`config.mk`:
```
export PLATFORM = sky130hd
export DESIGN_NAME = intr_ctrl
export DESIGN_NICKNAME = d
export VERILOG_FILES = /design/src/rtl/intr_pkg.sv /design/src/rtl/intr_ctrl_edge_pend.sv /design/src/rtl/intr_ctrl.sv
export SDC_FILE = /design/constraint.sdc
export NUM_CORES = 1
export LEC_CHECK = 0
export BUFFER_PORTS_ARGS = -buffer_cell sky130_fd_sc_hd__buf_2
export CAP_MARGIN = 15
export CORE_MARGIN = 10
export CORE_UTILIZATION = 45
export DETAILED_ROUTE_END_ITERATION = 8
export GPL_TIMING_DRIVEN = 0
export PLACE_DENSITY = 0.78
export SLEW_MARGIN = 10
export SYNTH_ARGS = -nofsm -noshare
export SYNTH_HDL_FRONTEND = slang
export SYNTH_HIERARCHICAL = 1
export SYNTH_SLANG_ARGS = --single-unit
```
`constraint.sdc`:
```
create_clock -name clk -period 2.1 [get_ports clk]
set_input_delay 0.42 -clock clk [delete_from_list [all_inputs] [get_ports clk]]
set_output_delay 0.42 -clock clk [all_outputs]
set_load 0.1 [all_outputs]
```
`src/rtl/intr_pkg.sv`:
```
// Shared definitions for the interrupt sequencer, fetch unit and benches.
package intr_pkg;

  typedef enum logic [2:0] {
    IDLE   = 3'd0,
    HOLD   = 3'd1,
    PUSH   = 3'd2,
    VECTOR = 3'd3,
    ISR    = 3'd4
  } intr_state_e;

  localparam logic [31:0] DEF_VEC_ADDR     = 32'h0000_0004;
  localparam int          DEF_DRAIN_CYCLES = 4;

endpackage

```
`src/rtl/intr_ctrl_edge_pend.sv`:
```
// Rising-edge detector for the interrupt request plus the pending latch that
// remembers a request arriving while the sequencer is busy.
module intr_edge_pend
  import intr_pkg::*;
(
  input  logic clk,
  input  logic rst,
  input  logic intr_req,
  input  logic busy,
  input  logic clr,
  output logic req_edge,
  output logic pending
);

  logic req_d;

  assign req_edge = intr_req & ~req_d;

  // Delay the request level by one cycle for edge detection.
  always_ff @(posedge clk or posedge rst) begin
    if (rst) req_d <= 1'b0;
    else     req_d <= intr_req;
  end

  // Set on an edge while busy; cleared when a new HOLD sequence starts.
  always_ff @(posedge clk or posedge rst) begin
    if (rst)                   pending <= 1'b0;
    else if (clr)              pending <= 1'b0;
    else if (req_edge && busy) pending <= 1'b1;
  end

endmodule

```
`src/rtl/intr_ctrl.sv`:
```
// Interrupt sequencer: holds fetch to drain the pipeline, pushes the return
// PC, redirects fetch to the vector and selects the ISR flag bank until RTI.
//
// state  | meaning
// IDLE   | waiting for a request edge or a pending request
// HOLD   | fetch frozen while in-flight instructions retire
// PUSH   | return PC offered to the stack port until acknowledged
// VECTOR | one cycle: PC loads the vector address
// ISR    | handler running on the ISR flag bank; exits on rti_done
module intr_ctrl
  import intr_pkg::*;
#(
  parameter int              PC_W         = 32,
  parameter logic [PC_W-1:0] VEC_ADDR     = PC_W'(DEF_VEC_ADDR),
  parameter int              DRAIN_CYCLES = DEF_DRAIN_CYCLES
) (
  input  logic            clk,
  input  logic            rst,
  input  logic            intr_req,
  input  logic [PC_W-1:0] pc_next,
  input  logic            rti_done,
  input  logic            push_ack,
  output logic            fetch_hold,
  output logic            push_req,
  output logic [PC_W-1:0] push_data,
  output logic            pc_load,
  output logic [PC_W-1:0] pc_load_addr,
  output logic            intr_en,
  output logic            intr_ack
);

  localparam int CNT_W = $clog2(DRAIN_CYCLES + 1);

  intr_state_e     state, state_nxt;
  logic [CNT_W-1:0] drain_cnt;
  logic [PC_W-1:0]  ret_pc;
  logic             req_edge, pending, start;

  assign start = (state == IDLE) && (req_edge || pending);

  intr_edge_pend u_edge_pend (
    .clk      (clk),
    .rst      (rst),
    .intr_req (intr_req),
    .busy     (state != IDLE),
    .clr      (start),
    .req_edge (req_edge),
    .pending  (pending)
  );

  // State register.
  always_ff @(posedge clk or posedge rst) begin
    if (rst) state <= IDLE;
    else     state <= state_nxt;
  end

  // Next-state logic and outputs decoded from the registered state only.
  always_comb begin
    state_nxt  = state;
    fetch_hold = 1'b0;
    push_req   = 1'b0;
    pc_load    = 1'b0;
    intr_ack   = 1'b0;
    intr_en    = 1'b0;
    case (state)
      IDLE: begin
        if (start) state_nxt = HOLD;
      end
      HOLD: begin
        fetch_hold = 1'b1;
        if (drain_cnt == '0) state_nxt = PUSH;
      end
      PUSH: begin
        fetch_hold = 1'b1;
        push_req   = 1'b1;
        if (push_ack) state_nxt = VECTOR;
      end
      VECTOR: begin
        fetch_hold = 1'b1;
        pc_load    = 1'b1;
        intr_ack   = 1'b1;
        state_nxt  = ISR;
      end
      ISR: begin
        intr_en = 1'b1;
        if (rti_done) state_nxt = IDLE;
      end
      default: state_nxt = IDLE;
    endcase
  end

  // Return-PC capture and drain countdown; the counter stops at zero.
  always_ff @(posedge clk or posedge rst) begin
    if (rst) begin
      ret_pc    <= '0;
      drain_cnt <= '0;
    end else if (start) begin
      ret_pc    <= pc_next;
      drain_cnt <= CNT_W'(DRAIN_CYCLES - 1);
    end else if (state == HOLD && drain_cnt != '0) begin
      drain_cnt <= drain_cnt - CNT_W'(1);
    end
  end

  assign push_data    = ret_pc;
  assign pc_load_addr = VEC_ADDR;

endmodule

```
**Word level (Yosys, flattened, before mapping)**

Cells that the tools add are included.

- Flip-flop bits (word level): 40
- Input bits: 37
- Logic and storage cells: 41

- Add/sub/neg operators: 1
- Eq/ne operators: 8
- Multiplexer cells: 13
- Bitwise logic cells: 2
- Reduce and logical (&&, ||, !) cells: 12

Operators by type and width:

| cell | number |
|---|---|
| 2-to-1 mux 3 bit | 6 |
| case mux 3 bit (5 select lines) | 1 |
| inequality test 2 bit, second input constant | 4 |
| == test 3 x 2 -> 1 bit, second input constant | 2 |
| zero test 3 bit | 2 |
| 2-to-1 mux 1 bit | 6 |
| nonzero test 3 bit | 2 |
| AND reduction 4 bit | 1 |
| nonzero test 2 bit | 2 |
| == test 3 x 1 -> 1 bit, second input constant | 1 |
| == test 3 bit, second input constant | 1 |
| logical AND 1 bit | 3 |
| OR reduction 3 bit | 1 |
| subtractor 3 x 1 -> 3 bit, second input constant | 1 |
| bitwise AND 1 bit | 1 |
| logical OR 1 bit | 1 |
| inverter 1 bit | 1 |

**Longest topological paths before layout**

Gate-level depths: netlist of run 1.

- Depth after elaboration: 6
- Gate-level depth with buffers: 6

**Modules after synthesis**

The synthesis of run 1 kept the hierarchy.

By module, submodules not included:

| module | instances | cells each | area an instance (um^2) | seq. area each (um^2) |
|---|---|---|---|---|
| intr_ctrl | 1 | 145 | 1,974.4 | 950.9 |
| intr_edge_pend | 1 | 7 | 78.8 | 50.0 |

**Worst setup path after synthesis of run 1**

OpenSTA, ideal clock, no wires.

- Kind: reg-to-output
- Start point: register state[0]
- End point: output pc_load
- Data arrival time: 3.352 ns
- Path slack: -1.672 ns
- Cell stages (with the launch flop): 4
- Buffers on the path: 1
- Cells stage by stage: dfrtp_1 > inv_1 > nor3b_1 > buf_4

- Cells in the longest elaborated chain, start to end: 2

Ends and longest elaborated chain:

| element | line | source |
|---|---|---|
| start, declared | intr_ctrl.sv:34 | `intr_state_e state, state_nxt;` |
| start signal, assigned | intr_ctrl.sv:54 | `else state <= state_nxt;` |
| == test 3 x 2 -> 1 bit | - |  |
| 2-to-1 mux 1 bit | - |  |
| end, declared | intr_ctrl.sv:26 | `output logic pc_load,` |

No other way between the ends.

**Worst setup path after layout of run 1**

- Start point: register state[0]
- End point: output intr_ack

- Cells in the longest elaborated chain, start to end: 2

Ends and longest elaborated chain:

| element | line | source |
|---|---|---|
| == test 3 x 2 -> 1 bit | intr_ctrl.sv:65 | `case (state)` |
| 2-to-1 mux 1 bit | intr_ctrl.sv:65 |  |
| end, declared | intr_ctrl.sv:29 | `output logic intr_ack` |

No other way between the ends.

==> summary.md, run 1 <==
| Metric | Value |
|---|---|
| Setup crit start kind | register |
| Avg Inst Size Synth | approximately 14 um2 |
| Netlist cell types | 27 |
| Period utilisation layout | 0.940 |
| Total wire length | 4520 um |
| Rows | 24 |
| Worst hold path class | in -> reg |
| Die area | roughly 7700 um2 |
| Number of global-route vias before repair | 1489 |
| Crit path max-delay cell type | buf_2 |
| WP data required | between 1.5 and 2 ns |
| CP Data Arrival Time | 1.55 ns |
| Post-route cell area | roughly 2700 um2 |
| Worst r2r path cells | 6 |
| Total vias in the final route | around 1300 |
| Drt pass-1 iters | 4 |
| Cell area after synthesis | a little over 2000 um2 |
| WHS Path Cells | 1 |
| CP endpoint kind | output port |
| Cells after Synth | around 150 |
| Fmax | just over 500 MHz |
| Die Y | roughly 88 um |
| Slew @ Worst Pin | ~0.8 ns |
| Diode count | 0 |
| DRC Markers | 0 |
| Antenna violations before repair | 0 |
| Crit path kind | reg -> out |
| Synthesis-to-finish area growth | 33.2% |
| Vias per inst | around 4.2 |
| Worst-skew pair later-pin latency | 0.28 ns |
| Starting Density | 0.468 |
| CP peak stage delay | about 0.47 ns |
| H-tree depth | 2 |
| Longest Clk Path Bufs | 2 |
| YS warnings | 6 |
| Slew Limit Fails | 0 |
| Worst slew margin | 0.471 |
| Worst Min Path Start | intr_req |
| Total Nets Final | 302 |
| Remaining antenna violation count | 0 |
| R2R Setup Slk | 0.27 ns |
| Largest net degree at the start of global routing | 39 |
| Final Skew | around 0.006 ns |
| Setup bufs post-CTS | 0 |
| Max_cap viols | 0 |
| Hold EP | u_edge_pend/req_d |
| Layout cells sized above 1 | 0.595 |
| HPWL Detailed | between 3000 and 4000 um |
| Sink Count | 40 |
| Final Hold Viols | 0 |
| Placed instance area | 2620 um2 |
| PortBufs | between 70 and 80 |
| Synth area leader | dfrtp_1 |
| FF-to-FF Start | state[1] |
| R2r endpoint | push_data[13] |
| Core Area | 4380 um2 |
| CTS tree | built |
| Seq cells post-synth | 40 |
| Seq/Total Area, Yosys | 0.488 |
| Final core occ | 0.624 |
| Clk slew on worst S/H paths | 0.07 ns |
| # IOs | around 110 |
| Die W | 87.5 um |
| First-pass GRT wire length | between 7000 and 8000 um |
| Commonest non-fill, non-tap cell in the layout | buf_2 |
| Initial DRC Count | 34 |
| Global-route usage over all layers | 0.115 |
| CP Cell Sequence | inv_1 > nor3b_4 > buf_2 |
| Placer Congestion | approximately 0.77 |
| CTS Buf Count | 5 |
| Setup tns final | 0 ns |
| Setup Viol. Count Final | 0 |
| Grt total ovfl | 0 |
| Yosys top cell area share | 0.488 |
| Worst-path maximum fanout | 7 |
| Status | complete, no violations |
| Post-layout minimum cycle time | roughly 2.0 ns |
| Area contributors post-synth | dfrtp_1, mux2_4, buf_4, buf_12, mux2_2 |
| Most frequent cells in the layout | buf_2, dfrtp_1, buf_4, conb_1, mux2_4 |
| Root buffer cell | clkbuf_8 |
| RSZ-0062 raised after global routing | false |
| Wire per inst | between 10 and 15 um |
-- per-stage QoR --
stage / setup slack (ns) / hold slack, ns / instances
finish: 0.125 / 0.274 / 316
global placement: 0.279 / 0.279 / 307
detailed placement: 0.254 / 0.288 / 307
global route: 0.0192 / 0.264 / 316
CTS: 0.0174 / 0.259 / 316
floorplan: -0.143 / 0.161 / 182
-- worst max path at each step --
stage	start	endpoint	slack [ns]	cells after the start
global route	state[0]	intr_ack	0.02	3
global placement	intr_req	push_data[0]	0.28	6
finish	state[0]	intr_ack	0.13	3
CTS	state[0]	pc_load	0.02	4
detailed placement	intr_req	push_data[13]	0.25	6
floorplan	state[0]	pc_load	-0.14	3
-- worst max-delay path, delay by kind of cell, from the launching register on --
kind | cells | cell delay, ns
buf+inv | 2 | 0.59
flops | 1 | 0.45
simple gates | 1 | 0.23
-- layout make-up --
class                           count  area (um2)
Clock buffer                        6        72.6
Fill cell                         345        1650
Sequential cell                    40        1000
Buffer                             38         324
Tap cell                           52        65.1
Multi-Input combinational cell     96         830
Inverter                            8        30.0
Timing Repair Buffer               74         378
Clock inverter                      2        35.0
-- cell usage after synthesis, drive strengths merged --
library cell and count:
or3 1, dfrtp 40, buf 38, and2b 1
nand2b 1, nor3 1, a21oi 5, mux2 32
ha 2, nand3 1, nor2 6, o22ai 2
a21bo 1, nor3b 3, a2111oi 1, nand3b 1
and2 1, nor4bb 1, and3 2, inv 8
conb 2, a21o 2
-- cells by family (layout without fill, tap and decap cells) --
group,count (synthesis),in the layout,synth area share
muxes,32,32,0.227
adders and majority gates,2,2,0.0122
and+or+nand+nor,19,19,0.0628
buffers and inverters,46,128,0.172
DFF,40,40,0.488
AOI/OAI and AO/OA,11,11,0.0347
other,2,32,0.00366
-- state kept, by name (all words and copies together) (netlist names) --
signal               count
state                    3
push_data               32
drain_cnt                3
u_edge_pend/pending      1
u_edge_pend/req_d        1
-- layer usage --
layer  global-route usage  routed length [um]
met4               0.0391                  40
met2                0.189                2200
met1                0.128                1790
met5                    0                   0
met3               0.0539                 495
-- what timing repair did --
action / in CTS / in global routing
endpoints found under the setup margin: 0 / 1
hold buffers: 1 / 0
gates resized for setup: 0 / 1
hold endpoints to repair: 2 / 0
Power of run 1 is left out: the tool's default activity adds up to more than one toggle a clock period on the data nets, which glitch-free logic cannot reach.
==> run 2, diff against run 1 <==
--- a/config.mk
+++ b/config.mk
@@ -10,6 +10,6 @@
 export CORE_MARGIN = 10
-export CORE_UTILIZATION = 45
+export CORE_UTILIZATION = 41
 export DETAILED_ROUTE_END_ITERATION = 8
 export GPL_TIMING_DRIVEN = 0
-export PLACE_DENSITY = 0.78
+export PLACE_DENSITY = 0.74
 export SLEW_MARGIN = 10
==> constraint.sdc (replaced) <==
create_clock -name clk -period 1.7 [get_ports clk]
set_input_delay 0.255 -clock clk [delete_from_list [all_inputs] [get_ports clk]]
set_output_delay 0.255 -clock clk [all_outputs]
set_load 0.1 [all_outputs]
==> run 2 against run 1 <==
Effect of this change: wire length is 8.9% higher; register-to-register slack worse by 0.22 ns; sequential share of layout area decreased by 2.8 points; worst hold slack lost 0.17 ns; utilization is 0.29 points lower; clock-buffer cell count fell by 1; die area is 7.5% higher; final area up 8.6%; via count increased by 5.0%; flip-flop and latch count is the same; final cell count is 8.9% higher; critical path type unchanged; critical endpoint is now pc_load; highest routed layer unchanged.
==> summary.md, run 2 (synthesized netlist as in run 1, its figures left out) <==
| Metric | Value |
|---|---|
| Longest Clk Path Bufs | 2 (unchanged) |
| Worst r2r path cells | 5 (-1) |
| PortBufs | 73 (unchanged) |
| Commonest non-fill, non-tap cell in the layout | buf_2 |
| Hold EP | u_edge_pend/req_d |
| RSZ-0062 raised after global routing | true |
| WP data required | 1.44 ns (-0.24 ns) |
| Root buffer cell | clkbuf_8 |
| Final Skew | 0.00441 ns (-0.00159 ns) |
| Total vias in the final route | 1400 (+5.0%) |
| Drt pass-1 iters | 4 (unchanged) |
| Setup slack after layout | 0.0406 ns (-0.0845 ns) |
| Post-layout minimum cycle time | 1.66 ns |
| Setup crit start kind | register |
| Core Area | 4790 um2 (+9.2%) |
| Sink Count | 40 (unchanged) |
| # IOs | 106 (unchanged) |
| Crit path kind | reg -> out |
| CP Data Arrival Time | 1.40 ns (-0.15 ns) |
| Max_cap viols | 0 (unchanged) |
| Post-route cell area | 2970 um2 (+8.6%) |
| Worst setup path startpoint | state[2] |
| Status | complete, no violations |
| Setup Viol. Count Final | 0 (unchanged) |
| Die Y | 90.8 um (+3.7%) |
| Diode count | 0 (unchanged) |
| Largest net degree at the start of global routing | 23 (-41%) |
| Global-route usage over all layers | 0.124 (+0.00890) |
| WHS Path Cells | 1 (unchanged) |
| Worst hold path class | in -> reg |
| Most frequent cells in the layout | buf_2, buf_4, dfrtp_1, conb_1, mux2_4 |
| Grt total ovfl | 0 (unchanged) |
| Number of global-route vias before repair | 1638 (+10%) |
| HPWL Detailed | 3710 um (+2.5%) |
| Remaining antenna violation count | 0 (unchanged) |
| Final Hold Viols | 0 (unchanged) |
| CP endpoint kind | output port |
| Worst Min Path Start | intr_req |
| H-tree depth | 2 (unchanged) |
| Rows | 25 (+4.2%) |
| DRC Markers | 0 (unchanged) |
| CTS tree | built |
| Filler instances | 406 (+18%) |
| Placer Congestion | 0.694 (-9.5%) |
| Die area | 8240 um2 (+7.5%) |
| Die W | 90.8 um (+3.7%) |
| Placed instance area | 2670 um2 (+2.2%) |
| Layout cells sized above 1 | 0.643 (+0.0479) |
| Worst-skew pair later-pin latency | 0.29 ns (about the same) |
| Antenna violations before repair | 0 (unchanged) |
| Initial DRC Count | 28 (-18%) |
| Setup tns final | 0 ns (unchanged) |
| First-pass GRT wire length | 8340 um (+18%) |
| Synthesis-to-finish area growth | 44.7% |
| Slew Limit Fails | 0 (unchanged) |
| Starting Density | 0.429 (-0.0393) |
| CTS Buf Count | 5 (unchanged) |
| Period utilisation layout | 0.976 |
| Pre-CTS WS | -0.120 ns (-0.374 ns) |
| Total Nets Final | 316 (+4.6%) |
| FF-to-FF Start | state[1] |
| Worst-path maximum fanout | 5 (-2) |
| Wire per inst | 14.3 um (about the same) |
| Vias per inst | 4.07 (-3.5%) |
| Max reg flops | 32 (unchanged) |
| R2R Setup Slk | 0.05 ns (-0.22 ns) |
| Clk slew on worst S/H paths | 0.08 ns (about the same) |
| R2r endpoint | push_data[13] |
| Total wire length | 4930 um (+8.9%) |
| Fmax | roughly 600 MHz |
-- run 2: worst max path at each step --
stage          depth (start not counted)       endpoint
2_1_floorplan                          2        pc_load
3_3_place_gp                           6  push_data[18]
3_5_place_dp                           6  push_data[13]
4_1_cts                                7  push_data[27]
5_1_grt                                4        pc_load
6_report                               4        pc_load
-- run 2: repair_timing --
action	4_1_cts	5_1_grt
setup endpoints to repair	32	39
buffers inserted	17	1
endpoints found under the hold margin	18	0
gates resized for setup	24	7
pin swaps	2	2
cloned	2	0
hold buffers	1	0
-- run 2: worst max-delay path: stages, from the launching register on --
cell and delay [ns]:
dfrtp_2 0.44, buf_12 0.14, nor3b_4 0.24, buf_6 0.14, buf_12 0.16
-- run 2: area by class of cell --
cell class	count	area, um2	area share
repair buffers	91	622	0.209
plain buffers	35	292	0.0981
inverters	8	30.0	0.0101
clock buffers	5	68.8	0.0232
multi-input cells	96	858	0.289
clock inverters	2	12.5	0.00421
flip-flops and latches	40	1000	0.338
well taps	67	83.8	0.0282
-- run 2: through the flow --
stage	std cells	util	hold WS, ns
floorplan	182	-	-0.00382
finish	344	0.621	0.101
global route	344	0.621	0.105
global placement	322	0.552	0.114
CTS	348	0.633	0.0942
detailed placement	323	0.558	0.129
-- run 2: routing by layer --
| layer | share of wire | global-route usage |
|---|---|---|
| met5 | 0 | 0 |
| met4 | 0.014 | 0.0438 |
| met3 | 0.083 | 0.0474 |
| met2 | 0.51 | 0.208 |
| met1 | 0.39 | 0.139 |
Power of run 2 is left out for the same reason.
==> run 3, diff against run 2 <==
- MAX_ROUTING_LAYER: unset -> met4
==> run 3 against run 2 <==
Effect of this change: clock skew about the same; wire length about the same; utilization unchanged; final area unchanged; flip-flop and latch count unchanged; worst hold slack about the same; die area unchanged; via count increased by 0.36%; non-clock buffer count unchanged; fmax about the same; worst setup slack about the same.
==> summary.md, run 3 (synthesized netlist as in run 1, its figures left out) <==
| Metric | Value |
|---|---|
| Area of the multi-input gates | 858 um2 (unchanged) |
| Hold EP | u_edge_pend/req_d |
| Vias per inst | 4.08 (+0.36%) |
| RSZ-0062 raised after global routing | true |
| Die Y | 90.8 um (unchanged) |
| Starting Density | 0.429 (unchanged) |
| Worst hold path class | in -> reg |
| Setup Viol. Count Final | 0 (unchanged) |
| H-tree depth | 2 (unchanged) |
| Placer Congestion | 0.701 (+1.1%) |
| CTS Buf Count | 5 (unchanged) |
| Slew Limit Fails | 0 (unchanged) |
| Grt total ovfl | 0 (unchanged) |
| Total vias in the final route | 1405 (+0.36%) |
| Core Area | 4790 um2 (unchanged) |
| Die area | 8240 um2 (unchanged) |
| Pre-CTS WS | -0.120 ns (unchanged) |
| Final core occ | 0.621 (unchanged) |
| Commonest non-fill, non-tap cell in the layout | buf_2 |
| CP endpoint kind | output port |
| Diode count | 0 (unchanged) |
| Remaining antenna violation count | 0 (unchanged) |
| R2r endpoint | push_data[13] |
| Number of global-route vias before repair | 1641 (+0.18%) |
| Rows | 25 (unchanged) |
| Synthesis-to-finish area growth | 44.7% (unchanged) |
| Root buffer cell | clkbuf_8 |
| FF-to-FF Start | state[1] |
| Initial DRC Count | 35 (+25%) |
| Longest Clk Path Bufs | 2 (unchanged) |
| Filler instances | 406 (unchanged) |
| PortBufs | 73 (unchanged) |
| Crit path kind | reg -> out |
| Global-route usage over all layers | 0.127 (+0.00376) |
| Period utilisation layout | 0.976 (about the same) |
| Max_cap viols | 0 (unchanged) |
| Largest net degree at the start of global routing | 23 (unchanged) |
| Final Hold Viols | 0 (unchanged) |
| Sink Count | 40 (unchanged) |
| WHS Path Cells | 1 (unchanged) |
| Most frequent cells in the layout | buf_2, buf_4, dfrtp_1, conb_1, mux2_4 |
| # IOs | 106 (unchanged) |
| Setup slack after layout | 0.0401 ns (-0.000492 ns) |
| HPWL Detailed | 3710 um (unchanged) |
| Total Nets Final | 316 (unchanged) |
| Worst-path maximum fanout | 5 (unchanged) |
| Final Skew | 0.00443 ns (+0.0000216 ns) |
| Seq. cell area | 1000 um2 (unchanged) |
| R2R Setup Slk | 0.05 ns (about the same) |
| Status | complete, no violations |
| Die W | 90.8 um (unchanged) |
| Worst-skew pair later-pin latency | 0.29 ns (about the same) |
| Total wire length | 4930 um (about the same) |
| CTS tree | built |
| Worst r2r path cells | 5 (unchanged) |
| Layout cells sized above 1 | 0.643 (unchanged) |
| DRC Markers | 0 (unchanged) |
| Worst Min Path Start | intr_req |
| Antenna violations before repair | 0 (unchanged) |
| WP data required | 1.44 ns (about the same) |
| CP Data Arrival Time | 1.40 ns (about the same) |
| Fmax | 602 MHz (about the same) |
| Setup crit start kind | register |
| Drt pass-1 iters | 4 (unchanged) |
| First-pass GRT wire length | 8330 um (about the same) |
| Max reg flops | 32 (unchanged) |
| Clk slew on worst S/H paths | 0.08 ns (about the same) |
| Wire per inst | 14.3 um (about the same) |
| Post-layout minimum cycle time | 1.66 ns (+0.000492 ns) |
-- run 3: cell counts in the layout (fill, tap and decap cells not counted) --
No cell type changed its count.
-- run 3: repair_timing --
action,CTS,global route
hold endpoints to repair,18,0
buffers inserted,17,1
hold buffers,1,0
cloned,2,0
gates resized for setup,24,7
pin swaps,2,2
setup endpoints to repair,32,39
-- run 3: layout make-up --
type,count,share of cell area
tap,67,0.0282
sequential,40,0.338
clock inverter,2,0.00421
multi-input combinational,96,0.289
buffer,35,0.0981
inverter,8,0.0101
timing repair buffer,91,0.209
clock buffer,5,0.0232
-- run 3: worst max-delay path by stage --
stage	from	to	slack [ns]	cells after the start
floorplan	state[2]	pc_load	-0.27	2
global placement	state[1]	push_data[18]	-0.1	6
detailed placement	state[1]	push_data[13]	-0.12	6
CTS	state[1]	push_data[27]	-0.12	7
global route	state[2]	pc_load	-0.03	4
finish	state[2]	pc_load	0.04	4
-- run 3: routing by layer --
| metal | GRT usage | part of all wire | wire, um | up-vias |
|---|---|---|---|---|
| met3 | 0.0391 | 0.070 | 344 | 8 |
| met5 | - | 0 | 0 | - |
| met4 | 0.0438 | 0.014 | 70 | 0 |
| li1 | - | - | - | 686 |
| met1 | 0.145 | 0.40 | 1970 | 656 |
| met2 | 0.208 | 0.52 | 2540 | 55 |
-- run 3: stage by stage --
step,hold slack [ns],TNS [ns],cell area (um2),cells
finish,0.101,0,2970,344
global route,0.105,-0.0500,2970,344
CTS,0.0942,-2.05,3030,348
detailed placement,0.129,-3.03,2670,323
global placement,0.114,-2.53,2640,322
floorplan,-0.00382,-0.624,2190,182
-- run 3: worst max-delay path, cell delays in order, from the launching register on --
cell and delay [ns]:
dfrtp_2 0.44, buf_12 0.14, nor3b_4 0.24, buf_6 0.14, buf_12 0.16
Power of run 3 is left out for the same reason.
